[src/rtl/pc_sequencer.sv]
// Program-counter sequencer with sequential advance, absolute jump, relative branch,
// call/return through a return-address stack, stall gating and sticky stack-error flags.
module pc_sequencer #(
  parameter int                ADDR_W      = 9,
  parameter int                STACK_DEPTH = 4,
  parameter logic [ADDR_W-1:0] RESET_VEC   = {ADDR_W{1'b0}}
) (
  input  logic                               clk,
  input  logic                               reset,
  input  logic                               enablePC,
  input  logic                               load_PC,
  input  logic                               jump_en,
  input  logic [ADDR_W-1:0]                  jump_addr,
  input  logic                               branch_en,
  input  logic [ADDR_W-1:0]                  branch_off,
  input  logic                               call_en,
  input  logic                               ret_en,
  input  logic                               err_clr,
  output logic [ADDR_W-1:0]                  PCout,
  output logic [$clog2(STACK_DEPTH+1)-1:0]   stack_level,
  output logic                               stack_ovf,
  output logic                               stack_unf
);

  localparam int                LVL_W    = $clog2(STACK_DEPTH + 1);
  // Array sized to the full index range so the level register indexes it without truncation.
  localparam int                SLOTS    = 2 ** LVL_W;
  localparam logic [LVL_W-1:0]  FULL_LVL = LVL_W'(STACK_DEPTH);
  localparam logic [LVL_W-1:0]  LVL_ONE  = LVL_W'(1);
  localparam logic [LVL_W-1:0]  LVL_ZERO = LVL_W'(0);
  localparam logic [ADDR_W-1:0] PC_ONE   = ADDR_W'(1);

  logic [ADDR_W-1:0] stack_r [SLOTS];
  logic [ADDR_W-1:0] pc_inc_s;
  logic [ADDR_W-1:0] pc_nxt_s;
  logic [LVL_W-1:0]  lvl_nxt_s;
  logic [LVL_W-1:0]  lvl_dec_s;
  logic              ovf_nxt_s;
  logic              unf_nxt_s;
  logic              push_s;

  assign pc_inc_s  = PCout + PC_ONE;
  assign lvl_dec_s = stack_level - LVL_ONE;

  // Next-state selection: call > ret > jump > branch > load_PC > hold, all gated by enablePC.
  always_comb begin
    pc_nxt_s  = PCout;
    lvl_nxt_s = stack_level;
    ovf_nxt_s = stack_ovf;
    unf_nxt_s = stack_unf;
    push_s    = 1'b0;
    if (enablePC) begin
      if (err_clr) begin
        ovf_nxt_s = 1'b0;
        unf_nxt_s = 1'b0;
      end else begin
        ovf_nxt_s = stack_ovf;
        unf_nxt_s = stack_unf;
      end
      if (call_en) begin
        if (stack_level != FULL_LVL) begin
          push_s    = 1'b1;
          lvl_nxt_s = stack_level + LVL_ONE;
          pc_nxt_s  = jump_addr;
        end else begin
          ovf_nxt_s = 1'b1;
        end
      end else if (ret_en) begin
        if (stack_level != LVL_ZERO) begin
          lvl_nxt_s = lvl_dec_s;
          pc_nxt_s  = stack_r[lvl_dec_s];
        end else begin
          unf_nxt_s = 1'b1;
        end
      end else if (jump_en) begin
        pc_nxt_s = jump_addr;
      end else if (branch_en) begin
        pc_nxt_s = PCout + branch_off;
      end else if (load_PC) begin
        pc_nxt_s = pc_inc_s;
      end else begin
        pc_nxt_s = PCout;
      end
    end else begin
      pc_nxt_s = PCout;
    end
  end

  // Architectural state registers with asynchronous reset.
  always_ff @(posedge clk or posedge reset) begin
    if (reset) begin
      PCout       <= RESET_VEC;
      stack_level <= LVL_ZERO;
      stack_ovf   <= 1'b0;
      stack_unf   <= 1'b0;
    end else begin
      PCout       <= pc_nxt_s;
      stack_level <= lvl_nxt_s;
      stack_ovf   <= ovf_nxt_s;
      stack_unf   <= unf_nxt_s;
    end
  end

  // Return-address storage; contents are don't-care after reset.
  always_ff @(posedge clk) begin
    if (push_s) begin
      stack_r[stack_level] <= pc_inc_s;
    end else begin
      stack_r[stack_level] <= stack_r[stack_level];
    end
  end

endmodule
[config.mk]
export PLATFORM = sky130hd
export DESIGN_NAME = pc_sequencer
export DESIGN_NICKNAME = d
export VERILOG_FILES = /design/src/rtl/pc_sequencer.sv
export SDC_FILE = /design/constraint.sdc
export NUM_CORES = 1
export LEC_CHECK = 0
export CORE_ASPECT_RATIO = 0.7
export CORE_MARGIN = 8
export CORE_UTILIZATION = 50
export DETAILED_ROUTE_END_ITERATION = 8
export PLACE_DENSITY = 0.71
export SLEW_MARGIN = 20
export SYNTH_ARGS = -nofsm -noshare
export SYNTH_HDL_FRONTEND = slang
export SYNTH_SLANG_ARGS = --single-unit
[constraint.sdc]
create_clock -name clk -period 3.3 [get_ports clk]
set_clock_uncertainty 0.1 [all_clocks]
set_input_delay 0.33 -clock clk [delete_from_list [all_inputs] [get_ports clk]]
set_output_delay 0.33 -clock clk [all_outputs]
set_load 0.01 [all_outputs]
* After elaboration in Yosys (flattened, before gate mapping)
Memories as Yosys holds them, arrays and structs flattened.
Cells that the tools add are included.
** Operators by class
- Add/subtract/negate cells :: 4
- $mul :: 0
- Divide/modulo/power cells :: 0
- Magnitude comparators :: 0
- Eq/ne operators :: 4
- Shift operators :: 0
- Mux-type cells :: 25
- Bitwise logic cells :: 1
- Reductions and logical operators :: 7
** Operator list (number)
- 9-bit 2-to-1 mux :: 8
- 1-bit 2-to-1 mux :: 13
- 3-bit 2-to-1 mux :: 4
- 9-bit by 1-bit adder with 9-bit output, second input constant :: 1
- 9-bit adder :: 1
- 4-bit AND reduction :: 2
- 5-bit nonzero test :: 1
- 2-bit nonzero test :: 2
- 3-bit by 1-bit adder with 3-bit output, second input constant :: 1
- 3-bit by 2-bit inequality test with 1-bit output, second input constant :: 1
- 3-bit inequality test, second input constant :: 1
- 3-bit nonzero test :: 1
- 3-bit by 1-bit subtractor with 3-bit output, second input constant :: 1
- 2-bit by 1-bit inequality test with 1-bit output, second input constant :: 1
- 2-bit AND reduction :: 1
- 0-bit inequality test :: 1
- 1-bit OR :: 1
** Word-level totals
- Bits in registers :: 14
- Latch bits :: 0
- RAM bits :: 72
- ROM bits :: 0
- Output and inout port bits :: 14
- Memories kept :: 1
** Memories
- stack_r :: depth 8, bits a word 9, rd ports 1, clocked after memory_dff 0, write ports 1, RTL line 33 : logic [ADDR_W-1:0] stack_r [SLOTS];

* Logic depth before layout (Yosys ltp)
Gate-level depths: netlist of the first run.
- Word-level depth :: 7
- Gate-level depth with buffers :: 11
- Gate-level depth less buffers :: 9

* Worst setup path after synthesis of the first run
OpenSTA, ideal clock, no wires.
- Path kind :: register to register
- Start :: reg stack_level[0]
- End :: reg PCout[2]
- Setup time :: 127 ps
- Arrival time :: 2323 ps
- Data required time :: 3073 ps
- Slack :: 750 ps
- Cell stages (with the launch flop) :: 11
- Buffers on the path :: 4
- Period minus slack after synthesis :: 2550 ps
- Cell sequence :: dfrtp_1 > buf_6 > buf_2 > inv_1 > ha_1 > buf_2 > buf_2 > mux4_1 > mux2_2 > o221ai_2 > o22ai_1
** Between the ends
- Cells in the longest elaborated chain, start to end :: 5
- Elaborated cells between the ends (all ways) :: 10
** RTL lines
- start, declared :: RTL line 20 : output logic [$clog2(STACK_DEPTH+1)-1:0] stack_level,
- start signal, assigned :: RTL line 98 : stack_level <= lvl_nxt_s;
- 3-bit by 1-bit subtractor with 3-bit output :: RTL line 43 : assign lvl_dec_s = stack_level - LVL_ONE;
- memory 8 x 9 bit
- 9-bit 2-to-1 mux :: RTL line 69 : if (stack_level != LVL_ZERO) begin
- 9-bit 2-to-1 mux :: RTL line 68 : end else if (ret_en) begin
- 9-bit 2-to-1 mux :: RTL line 60 : if (call_en) begin
- end signal, assigned :: RTL line 97 : PCout <= pc_nxt_s;
- end, declared :: RTL line 19 : output logic [ADDR_W-1:0] PCout,
Parallel ways exist; a longest one is shown, timed or not. The select of a mux whose other input is x is not followed.
A chain may end at the register's enable or synchronous reset.

* Final worst setup path of the first run
- Start :: reg PCout[0]
- End :: reg PCout[6]
** Between the ends
- Cells in the longest elaborated chain, start to end :: 6
- Elaborated cells between the ends (all ways) :: 7
** RTL lines
- 9-bit by 1-bit adder with 9-bit output :: RTL line 42 : assign pc_inc_s = PCout + PC_ONE;
- 9-bit 2-to-1 mux :: RTL line 79 : end else if (load_PC) begin
- 9-bit 2-to-1 mux (*) :: RTL line 77 : end else if (branch_en) begin
- 9-bit 2-to-1 mux (*) :: RTL line 75 : end else if (jump_en) begin
- 9-bit 2-to-1 mux (*) :: RTL line 68
- 9-bit 2-to-1 mux (*) :: RTL line 60
Every way passes the cells marked *; elsewhere a longest branch is shown, timed or not. The select of a mux whose other input is x is not followed.

==> results of run 1 <==
flip-flops by register name, indices dropped and copies added, names as in the netlist:
name,flops
stack_level,3
stack_r,72
PCout,9
stack_ovf,1
stack_unf,1
worst register-to-register path, delay by kind of cell, from the launching register on:
family / cells / cell delay [ns]
adder cells (fa/ha/maj): 2 / 0.68
AO/OA/AOI/OAI: 4 / 0.66
flip-flops: 1 / 0.51
multiplexers: 1 / 0.34
AND/OR/NAND/NOR: 1 / 0.24
buffers and inverters: 1 / 0.07
power by group:
part | switching, uW | internal [uW] | total, uW
sequential | 153 | 1520 | 1670
combinational | 1070 | 938 | 2010
clock | 397 | 530 | 927
layer usage:
metal | global-route usage (%) | up-vias
met5 | 0 | -
met4 | 4.832 | 0
met3 | 6.633 | 6
met2 | 25.02 | 106
met1 | 23.65 | 1357
li1 | - | 1291
per-stage QoR:
step / hold WS (ns) / power (uW)
after CTS: 0.2926 / 4644
after floorplan: 0.1192 / 3059
final: 0.2858 / 4612
after global routing: 0.3317 / 4878
after global placement: 0.3771 / 3667
after detailed placement: 0.3776 / 3705
cells in the mapped netlist, drive strengths merged (3+ instances only):
cell type  number  share of area (%)
a31oi           3               0.44
nor3            3               0.35
xnor2           7                1.4
buf            10                1.7
o22a            3               0.61
mux2i           9                2.1
o2111ai         3               0.61
o21a            6                1.0
mux2            3               0.78
ha             12                3.5
o221ai          3               0.75
nor2           29                2.7
xor2            8                2.1
dfrtp          14                8.1
a211oi          9                1.7
o21ai          10                1.2
mux4           18                 10
o22ai           4               0.58
nand3           6               0.70
nand2b          5               0.73
inv            13                1.1
edfxtp         72                 50
a21oi           9                1.0
nand2          21                1.8
kinds of logic after synthesis:
logic type               Yosys count  synth area share (%)
adder cells (fa/ha/maj)           13                 3.948
buffers and inverters             25                 2.990
multiplexers                      30                 13.06
AND/OR/NAND/NOR                   74                 7.925
AO/OA/AOI/OAI                     60                 10.30
XOR/XNOR                          15                 3.483
flip-flops                        86                 58.29
final cells by class:
type                       instances  area share, %
clock buffer                      11          4.712
clock inverter                     5         0.6558
inverter                          13         0.9473
multi-input combinational        192          32.40
sequential                        86          48.77
tap                              105          2.550
timing repair buffer              55          9.959
how the worst max path moves through the flow:
stage | startpoint | to | slack, ns | cells past startpoint
5_1_grt | PCout[0]$_DFFE_PP0P_ | PCout[6]$_DFFE_PP0P_ | 0.41 | 9
6_report | PCout[0]$_DFFE_PP0P_ | PCout[6]$_DFFE_PP0P_ | 0.58 | 9
3_3_place_gp | branch_off[0] | PCout[6]$_DFFE_PP0P_ | 0.44 | 10
4_1_cts | PCout[0]$_DFFE_PP0P_ | PCout[6]$_DFFE_PP0P_ | 0.58 | 9
3_5_place_dp | branch_off[0] | PCout[6]$_DFFE_PP0P_ | 0.37 | 10
2_1_floorplan | stack_level[0]$_DFFE_PP0P_ | PCout[2]$_DFFE_PP0P_ | 0.75 | 10
==> results.yml, run 1 <==
yosys:
  synth_warnings: 0
  number_of_nets_produced_by_synthesis: 343
  yosysSeqAreaShare_pct: 58.29
  syn_area_sq_um: 4310
  synth.distinct_cells: 53
  synthesis.area_per_instance_sq_um: 14.23
  postSynthRegisterBits: 86
  synth_edf_count: 72
  postSynth.asyncResetShare_pct: 16.28
  synth_flop_cell: "edfxtp_1"
  netlist_instances: 303
clock_network:
  postCtsSetupBuffers: 0
  clock_latency_reported_for_the_late_side_of_the_worst_skew_pair_ns: 0.34
  clock_tree_from_tritoncts: "built"
  clkTransAtPathRegs_ns: 0.06
  ctsHoldBuffers: 0
  max-clock-path-buffers: 2
  cts_num_sinks: 86
  cts_resized: 0
  ctsRootBufferMaster: "clkbuf_16"
  cts_htree_levels: 3
  number_of_clock_buffers_inserted_by_tritoncts: 9
run:
  cap_viol_max_count: 0
global_route:
  antenna_found_initial: 0
  globalRouteOverflowTotal: 0
  maximum_number_of_pins_on_one_net_before_global_route_repair: 25
  track_usage_pct: 17.24
  grt_pass1_wl_um: 15350
  grt_pass1_vias: 2757
floorplan:
  floorplan.initialDensity_pct: 51.26
  ioPinCount: 41
  placeableCoreArea_sq_um: 8408
  rows: 28
  die_y_um: 93.68
  chipWidth_um: 127.0
  fp.dieArea_sq_um: 11900
power_and_ir_drop:
  cellPowerDensity_nw_per_um2: 895.3
  worst_supply_voltage_drop_on_vdd_v: 0.0004487
  total_leakage_power_uw: 0.001858
critical_path:
  critical_path_arrival_ns: 2.85
  timing.critical_path.required_ns: 3.43
  worstPathBufferInverterCount: 1
  worst_path_largest_cell_delay_ns: 0.51
  cp_max_fo: 7
  r2r_setup_slack_ns: 0.58
  critical-path-slowest-cell: "dfrtp_1"
  worst-setup-path-type: "reg2reg"
  worstReg2RegStart: "PCout[0]$_DFFE_PP0P_"
  cpLargestDelayFamily: "adder cells"
  capturing_point_of_the_worst_reg2reg_path: "PCout[6]$_DFFE_PP0P_"
  worst_r2r_path_depth: 9
  setup.worst_path.end_class: "flop"
  cp_cell_sequence: "ha_1 -> inv_1 -> fa_1 -> nor2b_1 -> o31a_1 -> mux2_2 -> o2111ai_1 -> o21ai_0 -> o22a_1"
  start_kind: "flop"
drt:
  route.met2.wl_um: 4468
  drt-vias-per-instance: 5.910
  post_drt_antenna_nets: 0
  post-route-drc-count: 0
  detailroute.wirelength.met3_um: 862
  drt-total-wl_um: 9876
  first_iter_violations: 311
  top_layer: "met4"
  route.detailed.wl_per_inst_um: 21.15
  dr.pass1.iters: 4
  routed-via-count: 2760
  m1WireLength_um: 4487
timing:
  post_route_worst_setup_slack_ns: 0.5836
  finalSetupViolCount: 0
  maxClockFrequency_mhz: 368.1
  final.min_clock_period_ns: 2.716
  setup_total_negative_slack_ns: 0
  finalCritPeriodShare_pct: 82.31
  slew_headroom_pct: 53.58
  hold_viol: 0
  grt_setup_unrepaired: "false"
  count_of_pins_over_their_slew_limit: 0
  worst_slew_pin_slew_ns: 0.6913
finish:
  multi_input_comb_area_sq_um: 1669
  final_core_utilization_pct: 61.26
  final_area_sq_um: 5151
  n_fill_cell: 655
  register_area_sq_um: 2512
  final_common_cell: "edfxtp_1"
  nNetsFinal: 397
  area.growth.synth_to_final_pct: 19.51
  drive_above_1_share_pct: 12.71
  insertedDiodeCount: 0
  fin_cells: 467
  leading_cell_types_in_the_layout_fill_and_taps_excluded: "72 x edfxtp_1, 40 x clkdlybuf4s50_1, 28 x nor2_1"
outcome:
  status: "completed"
placement:
  place.gp.congestion: 0.8572
  dp_cells: 451
  post-place-ws_ns: 0.3675
  portBuffers: 40
  place.detailed.hpwl_um: 7074
  place_area_sq_um: 4875
min_path:
  worstHoldPathType: "in2async"
Power figures use the tool's default switching activity.
==> run 2: changes to the inputs <==
==> constraint.sdc (replaced) <==
create_clock -name clk -period 2.5 [get_ports clk]
set_clock_uncertainty 0.1 [all_clocks]
set_input_delay 0.25 -clock clk [delete_from_list [all_inputs] [get_ports clk]]
set_output_delay 0.25 -clock clk [all_outputs]
set_load 0.01 [all_outputs]
==> run 2 against run 1 <==
- total power increased by 40%
- global-route usage is 1.6 points higher
- clock power is 39% higher
- sequential cell count is the same
- design area is 3.5% higher
- core utilization rose by 2.2 points
- via count grew 5.7%
- combinational power increased by 49%
- worst hold slack worse by 0.091 ns
==> results.yml, run 2 (synthesis gave the netlist of run 1 again) <==
critical_path:
  critical_path_arrival_ns: 2.47
  cp_max_fo: 2
  timing.critical_path.required_ns: 2.63
  cpLargestDelayFamily: "compound AO/OA/AOI/OAI gates"
  worstPathBufferInverterCount: 2
  worst_path_largest_cell_delay_ns: 0.47
  setup.worst_path.end_class: "flop"
  worst-setup-path-type: "in2reg"
  start_kind: "input pin"
  cp_cell_sequence: "clkdlybuf4s50_1 -> ha_1 -> inv_1 -> fa_2 -> nor2b_2 -> o31a_1 -> mux2_2 -> o2111ai_1 -> o21ai_0 -> o22a_1"
  critical-path-slowest-cell: "clkdlybuf4s50_1"
timing:
  final.min_clock_period_ns: 2.338
  worst_slew_pin_slew_ns: 0.6248
  finalCritPeriodShare_pct: 93.54
  slew_headroom_pct: 58.30
  finalSetupViolCount: 0
  maxClockFrequency_mhz: 427.6
  grt_setup_unrepaired: "false"
  count_of_pins_over_their_slew_limit: 0
  hold_viol: 0
clock_network:
  max-clock-path-buffers: 2
  cts_htree_levels: 3
  number_of_clock_buffers_inserted_by_tritoncts: 9
  ctsHoldBuffers: 0
  clkTransAtPathRegs_ns: 0.06
  cts_num_sinks: 86
  clock_tree_from_tritoncts: "built"
  ctsRootBufferMaster: "clkbuf_16"
  clock_latency_reported_for_the_late_side_of_the_worst_skew_pair_ns: 0.34
  postCtsSetupBuffers: 0
drt:
  first_iter_violations: 243
  routed-via-count: 2918
  post-route-drc-count: 0
  drt-vias-per-instance: 5.967
  drt-total-wl_um: 10780
  dr.pass1.iters: 5
  route.detailed.wl_per_inst_um: 22.05
  post_drt_antenna_nets: 0
global_route:
  antenna_found_initial: 0
  globalRouteOverflowTotal: 0
  track_usage_pct: 18.81
  grt_pass1_wl_um: 16600
  grt_pass1_vias: 2947
  maximum_number_of_pins_on_one_net_before_global_route_repair: 17
finish:
  leading_cell_types_in_the_layout_fill_and_taps_excluded: "72 x edfxtp_1, 40 x clkdlybuf4s50_1, 37 x buf_4"
  max_flop_register: "stack_r"
  drive_above_1_share_pct: 18.23
  insertedDiodeCount: 0
  final_core_utilization_pct: 63.42
  n_fill_cell: 651
  area.growth.synth_to_final_pct: 23.72
  final_common_cell: "edfxtp_1"
  largest_reg_flops: 72
  nNetsFinal: 419
  reg.largest.list: "stack_r: 72 flops, PCout: 9 flops, stack_level: 3 flops"
power_and_ir_drop:
  total_leakage_power_uw: 0.001971
  p_total_uw: 6436
  worst_supply_voltage_drop_on_vdd_v: 0.0007178
  cellPowerDensity_nw_per_um2: 1207
outcome:
  status: "completed"
placement:
  place.detailed.hpwl_um: 7846
  portBuffers: 40
  place.gp.congestion: 0.9403
floorplan:
  chipWidth_um: 127.0
  die_y_um: 93.68
  rows: 28
  placeableCoreArea_sq_um: 8408
  fp.dieArea_sq_um: 11900
  ioPinCount: 41
  floorplan.initialDensity_pct: 51.26
run:
  cap_viol_max_count: 0
min_path:
  worstHoldPathType: "in2async"
## run 2: worst paths after layout
check / slack (ns) / to / cells past startpoint / from
setup reg to reg: 0.18 / PCout[4]$_DFFE_PP0P_ / 8 / PCout[2]$_DFFE_PP0P_
setup / recovery: 0.16 / PCout[6]$_DFFE_PP0P_ / 10 / branch_off[0]
hold / removal: 0.19 / stack_ovf$_DFFE_PP0P_ / 2 / reset
min in group clk: 0.40 / stack_ovf$_DFFE_PP0P_ / 2 / stack_ovf$_DFFE_PP0P_
hold reg to reg: 0.40 / stack_ovf$_DFFE_PP0P_ / 2 / stack_ovf$_DFFE_PP0P_
max in group asynchronous: 1.70 / stack_level[1]$_DFFE_PP0P_ / 2 / reset
## run 2: cell type report
type	instances	area, sq um	area share (%)
clock buffers	12	236.5	4.435
clock inverters	4	48.80	0.9151
repair buffers	77	678.2	12.72
flip-flops and latches	86	2512	47.11
multi-input cells	192	1677	31.44
inverters	13	48.80	0.9151
well taps	105	131.4	2.464
## run 2: metrics by stage
| stage | worst slack (ns) | cells | hold WS (ns) | cell area (sq um) | TNS (ns) |
|---|---|---|---|---|---|
| 3_3_place_gp | -0.2525 | 473 | 0.3753 | 5040 | -0.5552 |
| 6_report | 0.1616 | 489 | 0.1943 | 5333 | 0 |
| 2_1_floorplan | 0.03000 | 303 | 0.03922 | 4313 | 0 |
| 3_5_place_dp | -0.2906 | 473 | 0.3880 | 5040 | -0.7463 |
| 4_1_cts | 0.05658 | 489 | 0.2115 | 5325 | 0 |
| 5_1_grt | 0.02157 | 489 | 0.2596 | 5333 | 0 |
## run 2: layer usage
metal | track usage [%] | wire [um] | vias up | share of wire, %
li1 | - | - | 1336 | -
met1 | 26.66 | 4993 | 1440 | 46
met2 | 26.88 | 4729 | 130 | 44
met3 | 6.803 | 957 | 12 | 8.9
met4 | 4.536 | 101 | 0 | 0.94
met5 | 0 | 0 | - | 0
## run 2: report_power, final
| group | internal [uW] | switching, uW |
|---|---|---|
| clock network | 773 | 515 |
| logic | 1440 | 1560 |
| registers | 2010 | 147 |
| total | 4220 | 2220 |
## run 2: timing repair
| item | in CTS | in global routing |
|---|---|---|
| resized for setup | 0 | 3 |
| endpoints found under the hold margin | 0 | 0 |
| endpoints found under the setup margin | 0 | 4 |
## run 2: worst reg2reg max path: stages (launching register included)
cell and delay (ns):
dfrtp_1 0.45, ha_1 0.36, nor2b_2 0.19, buf_4 0.13
o21ai_0 0.17, a211oi_1 0.10, a211oi_1 0.23, o221ai_1 0.17
mux2_2 0.30
==> run 3: changes to the inputs <==
--- a/config.mk
+++ b/config.mk
@@ -9,6 +9,7 @@
 export CORE_MARGIN = 8
 export CORE_UTILIZATION = 50
 export DETAILED_ROUTE_END_ITERATION = 8
+export HOLD_SLACK_MARGIN = 0.15
 export PLACE_DENSITY = 0.71
 export SLEW_MARGIN = 20
 export SYNTH_ARGS = -nofsm -noshare
==> results of run 3 <==
The final DEF is identical to that of run 2; final timing and power are the same.
